$ cat src/rtl/hyperbus_cfg_seq.sv
// Boot-time HyperBus config-register sequencer: writes a fixed table with AXI isolated, then passes
// the SoC reg bus through. Optional per-entry readback/compare is enabled by HYPER_CFG_READBACK_EN.
package hyperbus_cfg_seq_pkg;

  typedef struct packed {
    logic [31:0] addr;
    logic        write;
    logic [31:0] wdata;
    logic [3:0]  wstrb;
    logic        valid;
  } reg_req_t;

  typedef struct packed {
    logic [31:0] rdata;
    logic        error;
    logic        ready;
  } reg_rsp_t;

endpackage

module hyperbus_cfg_seq #(
  parameter int unsigned NumEntries    = 4,
  parameter int unsigned RegAddrWidth  = 32,
  parameter int unsigned RegDataWidth  = 32,
  parameter type         reg_req_t     = hyperbus_cfg_seq_pkg::reg_req_t,
  parameter type         reg_rsp_t     = hyperbus_cfg_seq_pkg::reg_rsp_t,
  parameter logic [NumEntries-1:0][RegAddrWidth-1:0] CfgAddr = '0,
  parameter logic [NumEntries-1:0][RegDataWidth-1:0] CfgData = '0,
  parameter int unsigned StartDelay    = 16,
  parameter int unsigned TimeoutCycles = 1024
) (
  input  logic                        clk_i,
  input  logic                        rst_i,
  input  logic                        restart_i,
  input  reg_req_t                    cfg_req_i,
  output reg_rsp_t                    cfg_rsp_o,
  output reg_req_t                    reg_req_o,
  input  reg_rsp_t                    reg_rsp_i,
  output logic                        axi_isolate_o,
  output logic                        busy_o,
  output logic                        done_o,
  output logic                        err_o,
  output logic [$clog2(NumEntries):0] err_idx_o
);

  localparam int unsigned ErrIdxW = $clog2(NumEntries) + 1;
  localparam int unsigned EntW    = (NumEntries > 1) ? $clog2(NumEntries) : 1;
  localparam int unsigned DlyW    = (StartDelay > 1) ? $clog2(StartDelay) : 1;
  localparam int unsigned TmoW    = (TimeoutCycles > 1) ? $clog2(TimeoutCycles) : 1;

  localparam logic [EntW-1:0] LastIdx = EntW'(NumEntries - 1);
  localparam logic [DlyW-1:0] DlyLast = DlyW'((StartDelay > 0) ? StartDelay - 1 : 0);
  localparam logic [TmoW-1:0] TmoLast = TmoW'((TimeoutCycles > 0) ? TimeoutCycles - 1 : 0);

`ifdef HYPER_CFG_READBACK_EN
  typedef enum logic [2:0] {
    S_WAIT, S_WR, S_RD, S_CHK, S_NEXT, S_DONE, S_ERROR
  } state_e;
`else
  typedef enum logic [2:0] {
    S_WAIT, S_WR, S_NEXT, S_DONE, S_ERROR
  } state_e;
`endif

  state_e               state_q, state_d;
  logic [EntW-1:0]      idx_q, idx_d;
  logic [DlyW-1:0]      dly_q, dly_d;
  logic [TmoW-1:0]      tmo_q, tmo_d;
  logic [ErrIdxW-1:0]   err_idx_q, err_idx_d;
  logic                 pend_q, pend_d;
`ifdef HYPER_CFG_READBACK_EN
  logic [RegDataWidth-1:0] rdata_q, rdata_d;
`endif

  always_ff @(posedge clk_i or posedge rst_i) begin
    if (rst_i) begin
      state_q   <= S_WAIT;
      idx_q     <= '0;
      dly_q     <= '0;
      tmo_q     <= '0;
      err_idx_q <= '0;
      pend_q    <= 1'b0;
`ifdef HYPER_CFG_READBACK_EN
      rdata_q   <= '0;
`endif
    end else begin
      state_q   <= state_d;
      idx_q     <= idx_d;
      dly_q     <= dly_d;
      tmo_q     <= tmo_d;
      err_idx_q <= err_idx_d;
      pend_q    <= pend_d;
`ifdef HYPER_CFG_READBACK_EN
      rdata_q   <= rdata_d;
`endif
    end
  end

  always_comb begin
    state_d   = state_q;
    idx_d     = idx_q;
    dly_d     = dly_q;
    tmo_d     = '0;
    err_idx_d = err_idx_q;
    pend_d    = 1'b0;
`ifdef HYPER_CFG_READBACK_EN
    rdata_d   = rdata_q;
`endif
    reg_req_o = '0;
    cfg_rsp_o = '0;

    case (state_q)
      S_WAIT: begin
        if (StartDelay == 0 || dly_q == DlyLast) begin
          state_d = S_WR;
          idx_d   = '0;
        end else begin
          dly_d = dly_q + 1'b1;
        end
      end

      S_WR: begin
        reg_req_o.valid = 1'b1;
        reg_req_o.write = 1'b1;
        reg_req_o.addr  = CfgAddr[idx_q];
        reg_req_o.wdata = CfgData[idx_q];
        reg_req_o.wstrb = '1;
        if (reg_rsp_i.ready) begin
          if (reg_rsp_i.error) begin
            state_d   = S_ERROR;
            err_idx_d = ErrIdxW'(idx_q);
          end else begin
`ifdef HYPER_CFG_READBACK_EN
            state_d = S_RD;
`else
            state_d = S_NEXT;
`endif
          end
        end else if (tmo_q == TmoLast) begin
          state_d   = S_ERROR;
          err_idx_d = ErrIdxW'(idx_q);
        end else begin
          tmo_d = tmo_q + 1'b1;
        end
      end

`ifdef HYPER_CFG_READBACK_EN
      S_RD: begin
        reg_req_o.valid = 1'b1;
        reg_req_o.write = 1'b0;
        reg_req_o.addr  = CfgAddr[idx_q];
        if (reg_rsp_i.ready) begin
          if (reg_rsp_i.error) begin
            state_d   = S_ERROR;
            err_idx_d = ErrIdxW'(idx_q);
          end else begin
            state_d = S_CHK;
            rdata_d = reg_rsp_i.rdata;
          end
        end else if (tmo_q == TmoLast) begin
          state_d   = S_ERROR;
          err_idx_d = ErrIdxW'(idx_q);
        end else begin
          tmo_d = tmo_q + 1'b1;
        end
      end

      S_CHK: begin
        if (rdata_q != CfgData[idx_q]) begin
          state_d   = S_ERROR;
          err_idx_d = ErrIdxW'(idx_q);
        end else begin
          state_d = S_NEXT;
        end
      end
`endif

      S_NEXT: begin
        if (idx_q == LastIdx) begin
          state_d = S_DONE;
        end else begin
          idx_d   = idx_q + 1'b1;
          state_d = S_WR;
        end
      end

      S_DONE, S_ERROR: begin
        reg_req_o = cfg_req_i;
        cfg_rsp_o = reg_rsp_i;
        // A restart must not cut an upstream transaction in half; hold it until valid is low.
        pend_d    = pend_q | restart_i;
        if (pend_d && !cfg_req_i.valid) begin
          pend_d    = 1'b0;
          state_d   = S_WR;
          idx_d     = '0;
          err_idx_d = '0;
        end
      end

      default: begin
        state_d = S_ERROR;
      end
    endcase
  end

  assign axi_isolate_o = (state_q != S_DONE);
  assign busy_o        = (state_q != S_DONE) && (state_q != S_ERROR);
  assign done_o        = (state_q == S_DONE);
  assign err_o         = (state_q == S_ERROR);
  assign err_idx_o     = err_idx_q;

`ifndef SYNTHESIS
  logic fsm_access;
`ifdef HYPER_CFG_READBACK_EN
  assign fsm_access = (state_q == S_WR) || (state_q == S_RD);
`else
  assign fsm_access = (state_q == S_WR);
`endif

  a_hold_payload: assert property (@(posedge clk_i) disable iff (rst_i)
    (fsm_access && !reg_rsp_i.ready && tmo_q != TmoLast) |=> (reg_req_o.valid && $stable(reg_req_o)));

  a_upstream_stalled: assert property (@(posedge clk_i) disable iff (rst_i)
    busy_o |-> (cfg_rsp_o == '0));
`endif

endmodule

$ cat config.mk
export PLATFORM = sky130hd
export DESIGN_NAME = hyperbus_cfg_seq
export DESIGN_NICKNAME = d
export VERILOG_FILES = /design/src/rtl/hyperbus_cfg_seq.sv
export SDC_FILE = /design/constraint.sdc
export NUM_CORES = 1
export LEC_CHECK = 0
export BUFFER_PORTS_ARGS = -buffer_cell sky130_fd_sc_hd__clkbuf_2
export CAP_MARGIN = 10
export CORE_AREA = 2 2 84 86
export CTS_BUF_LIST = sky130_fd_sc_hd__clkbuf_4
export DETAILED_ROUTE_END_ITERATION = 16
export DIE_AREA = 0 0 86 88
export PLACE_DENSITY = 0.71
export SLEW_MARGIN = 25
export SYNTH_ARGS = -nofsm -noshare
export SYNTH_HDL_FRONTEND = slang
export SYNTH_SLANG_ARGS = --single-unit
$ cat constraint.sdc
create_clock -name clk_i -period 5.65 [get_ports clk_i]
set_input_delay 1.13 -clock clk_i [delete_from_list [all_inputs] [get_ports clk_i]]
set_output_delay 1.13 -clock clk_i [all_outputs]
set_load 0.05 [all_outputs]
# Yosys cells after proc, flatten, opt, wreduce, memory -nomap -nowiden
# Index checks and enable logic that the tools add are counted.
[word_totals]
register_bits = 23
elab_cells = 62
out_inout_bits = 111
in_bits = 107
[op_classes]
reduce_logical = 11
n_lt_le_gt_ge = 1
add_sub_neg = 3
n_mux = 25
eq_ne = 14
n_bitwise = 2
[op_table]
columns = ["operator", "count"]
rows = [
  ["case mux 70 bit (2 select lines)", 1],
  ["binary-select mux 32 bit (select 2 bit)", 1],
  ["two-way mux 34 bit", 1],
  ["two-way mux 32 bit", 1],
  ["two-way mux 10 bit", 3],
  ["two-way mux 3 bit", 9],
  ["case mux 3 bit (4 select lines)", 1],
  ["adder 10 x 1 -> 10 bit, second input constant", 1],
  ["== test 10 bit, second input constant", 1],
  ["inequality test 3 bit, second input constant", 3],
  ["two-way mux 2 bit", 4],
  ["AND reduction 4 bit", 2],
  ["== test 3 x 2 -> 1 bit, second input constant", 2],
  ["inequality test 2 bit, second input constant", 3],
  ["case mux 2 bit (3 select lines)", 1],
  ["case mux 3 bit (2 select lines)", 1],
  ["adder 4 x 1 -> 4 bit, second input constant", 1],
  ["== test 4 bit, second input constant", 1],
  ["== test 3 x 1 -> 1 bit, second input constant", 1],
  ["== test 3 bit, second input constant", 1],
  ["zero test 3 bit", 1],
  ["less-than comparator 2 x 3 -> 1 bit, second input constant", 1],
  ["inequality test 3 x 2 -> 1 bit, second input constant", 1],
  ["AND reduction 3 bit", 1],
  ["other kinds (11)", 13],
]

# Depth between registers and ports, before layout
[depth]
word_depth = 4
ltp_mapped = 9
ltp_nobuf = 7

# Worst setup path after synthesis
# OpenSTA, ideal clock, no wires.
[synth_path]
path_type = "flip-flop to output port"
from = "register state_q[0]"
to = "output port reg_req_o[18] (netlist name)"
path_stages_with_launch = 9
t_arrival_ns = 2.198
required_ns = 4.520
path_buffers = 3
path_slack_ns = 2.322
path_cell_list = "dfrtp_1 and2b_4 nand2_2 inv_1 or2_1 buf_4 buf_6 buf_6 and2_1"
[synth_lines]
columns = ["element", "line", "source"]
rows = [
  ["start, declared", "65", "state_e state_q, state_d;"],
  ["start signal, assigned", "87", "state_q <= state_d;"],
  ["end, declared", "37", "output reg_req_t reg_req_o,"],
]

==> out/qor.log <==
[pwr] share of power burned in registers 10.5%
[critical_path] critical path endpoint category primary output
[pwr] Psw 1400 uW
[layout] final cell utilization of the core 45.8%
[critical_path] Crit path required time 4520 ps
[cts] Skew-Pair Late Insertion Delay 320 ps
[layout] share of cells above drive strength 1 53.4%
[critical_path] arrival time at the worst endpoint 2630 ps
[synth] Seq/Total Area, Yosys 28.6%
[floorplan] total die area 0.00757 mm2
[floorplan] row count 30
[global_route] vias in the first global route 2208
[synth] Main synth FF type sky130_fd_sc_hd__dfrtp_1
[detailed_routing] sum of routed wire length over all layers 8360 um
[global_route] All-Layer GR Usage 20.1%
[pwr] combinational share of power 85.7%
[timing] crit share post-route 66.5%
[pwr] part of the power in the clock network 3.7%
[place] port bufs 216
[pwr] power density over the cells 654 mW/mm2
[synth] average cell area after synthesis 8.23 um2
[cts] number of levels in the clock H-tree 1
[layout] number of antenna repair diodes 0
[critical_path] critical path launch point type flip-flop
[timing] PnR worst setup slack 1890 ps
[floorplan] area of the placeable core 0.00664 mm2
[pwr] switching part of the total 70.5%
[timing] crit path time final 3760 ps
[synth] Syn Std Cell Area 0.00193 mm2
[detailed_routing] number of DRC violations after detailed-routing iteration 0 61
[hold_path] worst hold-check path type reg2reg
[critical_path] Worst Setup Path Type reg2out
[cts] maximum buffer depth of the clock tree 2
[cts] cts hold-fix bufs 0
[layout] signed area change from the synthesized netlist to the final layout 58.2%
[timing] worst slew pin tran 835 ps
[global_route] number of antenna violations at the first check in global routing 2
[timing] Max transition margin 44.3%
[cts] Sink Count 22
[place] worst slack after detailed placement 2270 ps
[pwr] internal power contribution 588 uW
[detailed_routing] average wire per cell in the routed design 16.1 um
[cts] post-CTS resize count 0
[layout] commonest cells after routing, fill and taps aside sky130_fd_sc_hd__clkbuf_2, sky130_fd_sc_hd__and2_1, sky130_fd_sc_hd__dfrtp_1
[detailed_routing] detailed-route vias per instance 4.56
[global_route] remaining global-route overflow 0
[synth] FF+latch count, synth 22
[timing] max-slew violations 0
[floorplan] Die W 86 um
[floorplan] Starting Density 29.0%
[place] RePlAce Congestion 0.828
[synth] Syn Inst Count 234
[place] half-perimeter wire length of the detailed placement result 7220 um
[status] outcome finished clean
[synth] EDFF count, synth 0
[cts] clock tree root buffer cell sky130_fd_sc_hd__clkbuf_4
[detailed_routing] DRC viols 0
[cts] clock tree from TritonCTS yes
[cts] register clock-pin slew on the reported worst setup and hold paths 130 ps
[detailed_routing] via count 2373
[job] MaxCap Viol Count 0
[timing] RSZ-0062 raised after global routing false
[layout] final-stage net count 551
[global_route] largest net degree at the start of global routing 100
[synth] unique cell type count in the Yosys netlist 46
[detailed_routing] first-pass iteration count of the detailed router 4
[critical_path] Critical Path Fanout Max 99
[timing] total negative slack 0 ps
[timing] Highest Clock Rate 0.266 GHz
[timing] maximum clock skew at final layout 15.5 ps
[timing] final setup violating endpoints 0
[pwr] total leakage power 0.00176 uW
[cts] number of buffers added for setup after CTS 0
[pwr] maximum resistive drop on vdd 0.360 mV
[detailed_routing] post-route antenna net violation count 0
[floorplan] vertical die dimension 88 um
[layout] filler cell count in the final layout 704
[floorplan] I/O pins 218
[layout] most common cell after layout, fill and taps aside sky130_fd_sc_hd__clkbuf_2
[synth] number of synthesis warnings 0
[timing] final hold violation count 0
[cts] number of clock buffers inserted by TritonCTS 3
[synth] nets in the synthesized netlist 344
[synth] Post-synth ARST share 100%
[global_route] wire length of the first global-routing pass 11800 um
-- power groups by stage --
stage | registers [uW] | logic [uW] | clock network (uW)
floorplan | 207 | 1380 | 0
global placement | 210 | 1710 | 0
detailed placement | 212 | 1720 | 0
CTS | 209 | 1720 | 78.1
global route | 216 | 1790 | 83.2
finish | 210 | 1710 | 74.5
-- final cells by class --
type	instances	area, um2	area share (%)
multi-input combinational	190	1260	41.3
timing repair buffer	216	1080	35.5
sequential	22	551	18.1
tap	80	100	3.29
inverter	8	30.0	0.986
clock buffer	3	22.5	0.740
clock inverter	1	3.75	0.123
-- metrics by stage --
step | cell area (um2) | total power, uW | cells | hold WS (ps)
6_report | 3050 | 1990 | 520 | 503
5_1_grt | 3050 | 2090 | 520 | 534
4_1_cts | 3050 | 2010 | 520 | 504
3_5_place_dp | 3020 | 1930 | 516 | 487
3_3_place_gp | 3020 | 1920 | 516 | 472
2_1_floorplan | 1930 | 1590 | 234 | 447
-- metal layers --
layer | up-vias | global-route usage, % | share of wire (%)
li1 | 1156 | - | -
met1 | 1096 | 25.8 | 41
met2 | 117 | 34.0 | 49
met3 | 2 | 7.45 | 10
met4 | 2 | 1.59 | 0.024
met5 | - | 0 | 0.16
-- synth_stat cells, types with 2 or more instances --
library cell,count,area share (%)
sky130_fd_sc_hd__nor3b_1,2,0.78
sky130_fd_sc_hd__ha_1,3,1.9
sky130_fd_sc_hd__buf_6,2,1.2
sky130_fd_sc_hd__buf_4,3,1.2
sky130_fd_sc_hd__mux2_2,2,1.2
sky130_fd_sc_hd__xor2_1,4,1.8
sky130_fd_sc_hd__nor2_1,11,2.1
sky130_fd_sc_hd__xnor2_1,6,2.7
sky130_fd_sc_hd__nand2_1,17,3.3
sky130_fd_sc_hd__mux2i_1,2,1.0
sky130_fd_sc_hd__nand4_1,3,0.97
sky130_fd_sc_hd__inv_1,7,1.4
sky130_fd_sc_hd__dfrtp_1,22,29
sky130_fd_sc_hd__nand3_1,4,1.0
sky130_fd_sc_hd__and2_1,98,32
sky130_fd_sc_hd__a21oi_1,2,0.52
sky130_fd_sc_hd__buf_2,9,2.3
sky130_fd_sc_hd__o21ai_0,7,1.8
sky130_fd_sc_hd__nand2_2,3,0.97
-- state kept, by name, summed over array words and instances, names as in the netlist --
name       flops
dly_q          4
err_idx_o      2
idx_q          2
pend_q         1
state_q        3
tmo_q         10
-- critical path, cell delays in order, from the launching register on --
cell,delay [ps]
sky130_fd_sc_hd__dfrtp_1,560
sky130_fd_sc_hd__nor3b_4,470
sky130_fd_sc_hd__or2_4,670
sky130_fd_sc_hd__and2_1,250
sky130_fd_sc_hd__clkbuf_2,300
-- cells by family (layout without fill, tap and decap cells) --
group | count (synthesis) | in the layout | share of synthesized area (%)
buf+inv | 22 | 228 | 6.24
mux | 4 | 4 | 2.21
xor+xnor | 10 | 10 | 4.55
compound gates | 20 | 20 | 8.84
fa+ha+maj | 3 | 3 | 1.95
simple gates | 152 | 152 | 47.4
other cells | 1 | 1 | 0.195
flops | 22 | 22 | 28.6
-- path summary, 6_finish.rpt --
kind	startpoint	endpoint	slack, ps	cells past startpoint
min reg2reg	tmo_q[0]	tmo_q[0]	500	1
max in group asynchronous	rst_i	tmo_q[6]	4190	2
max reg2reg	state_q[2]	err_idx_o[0]	3470	5
min	tmo_q[0]	tmo_q[0]	500	1
min in group asynchronous	rst_i	tmo_q[2]	940	2
max	state_q[2]	reg_req_o[29]	1890	4
Note: power is estimated with default switching activity, not from simulation.
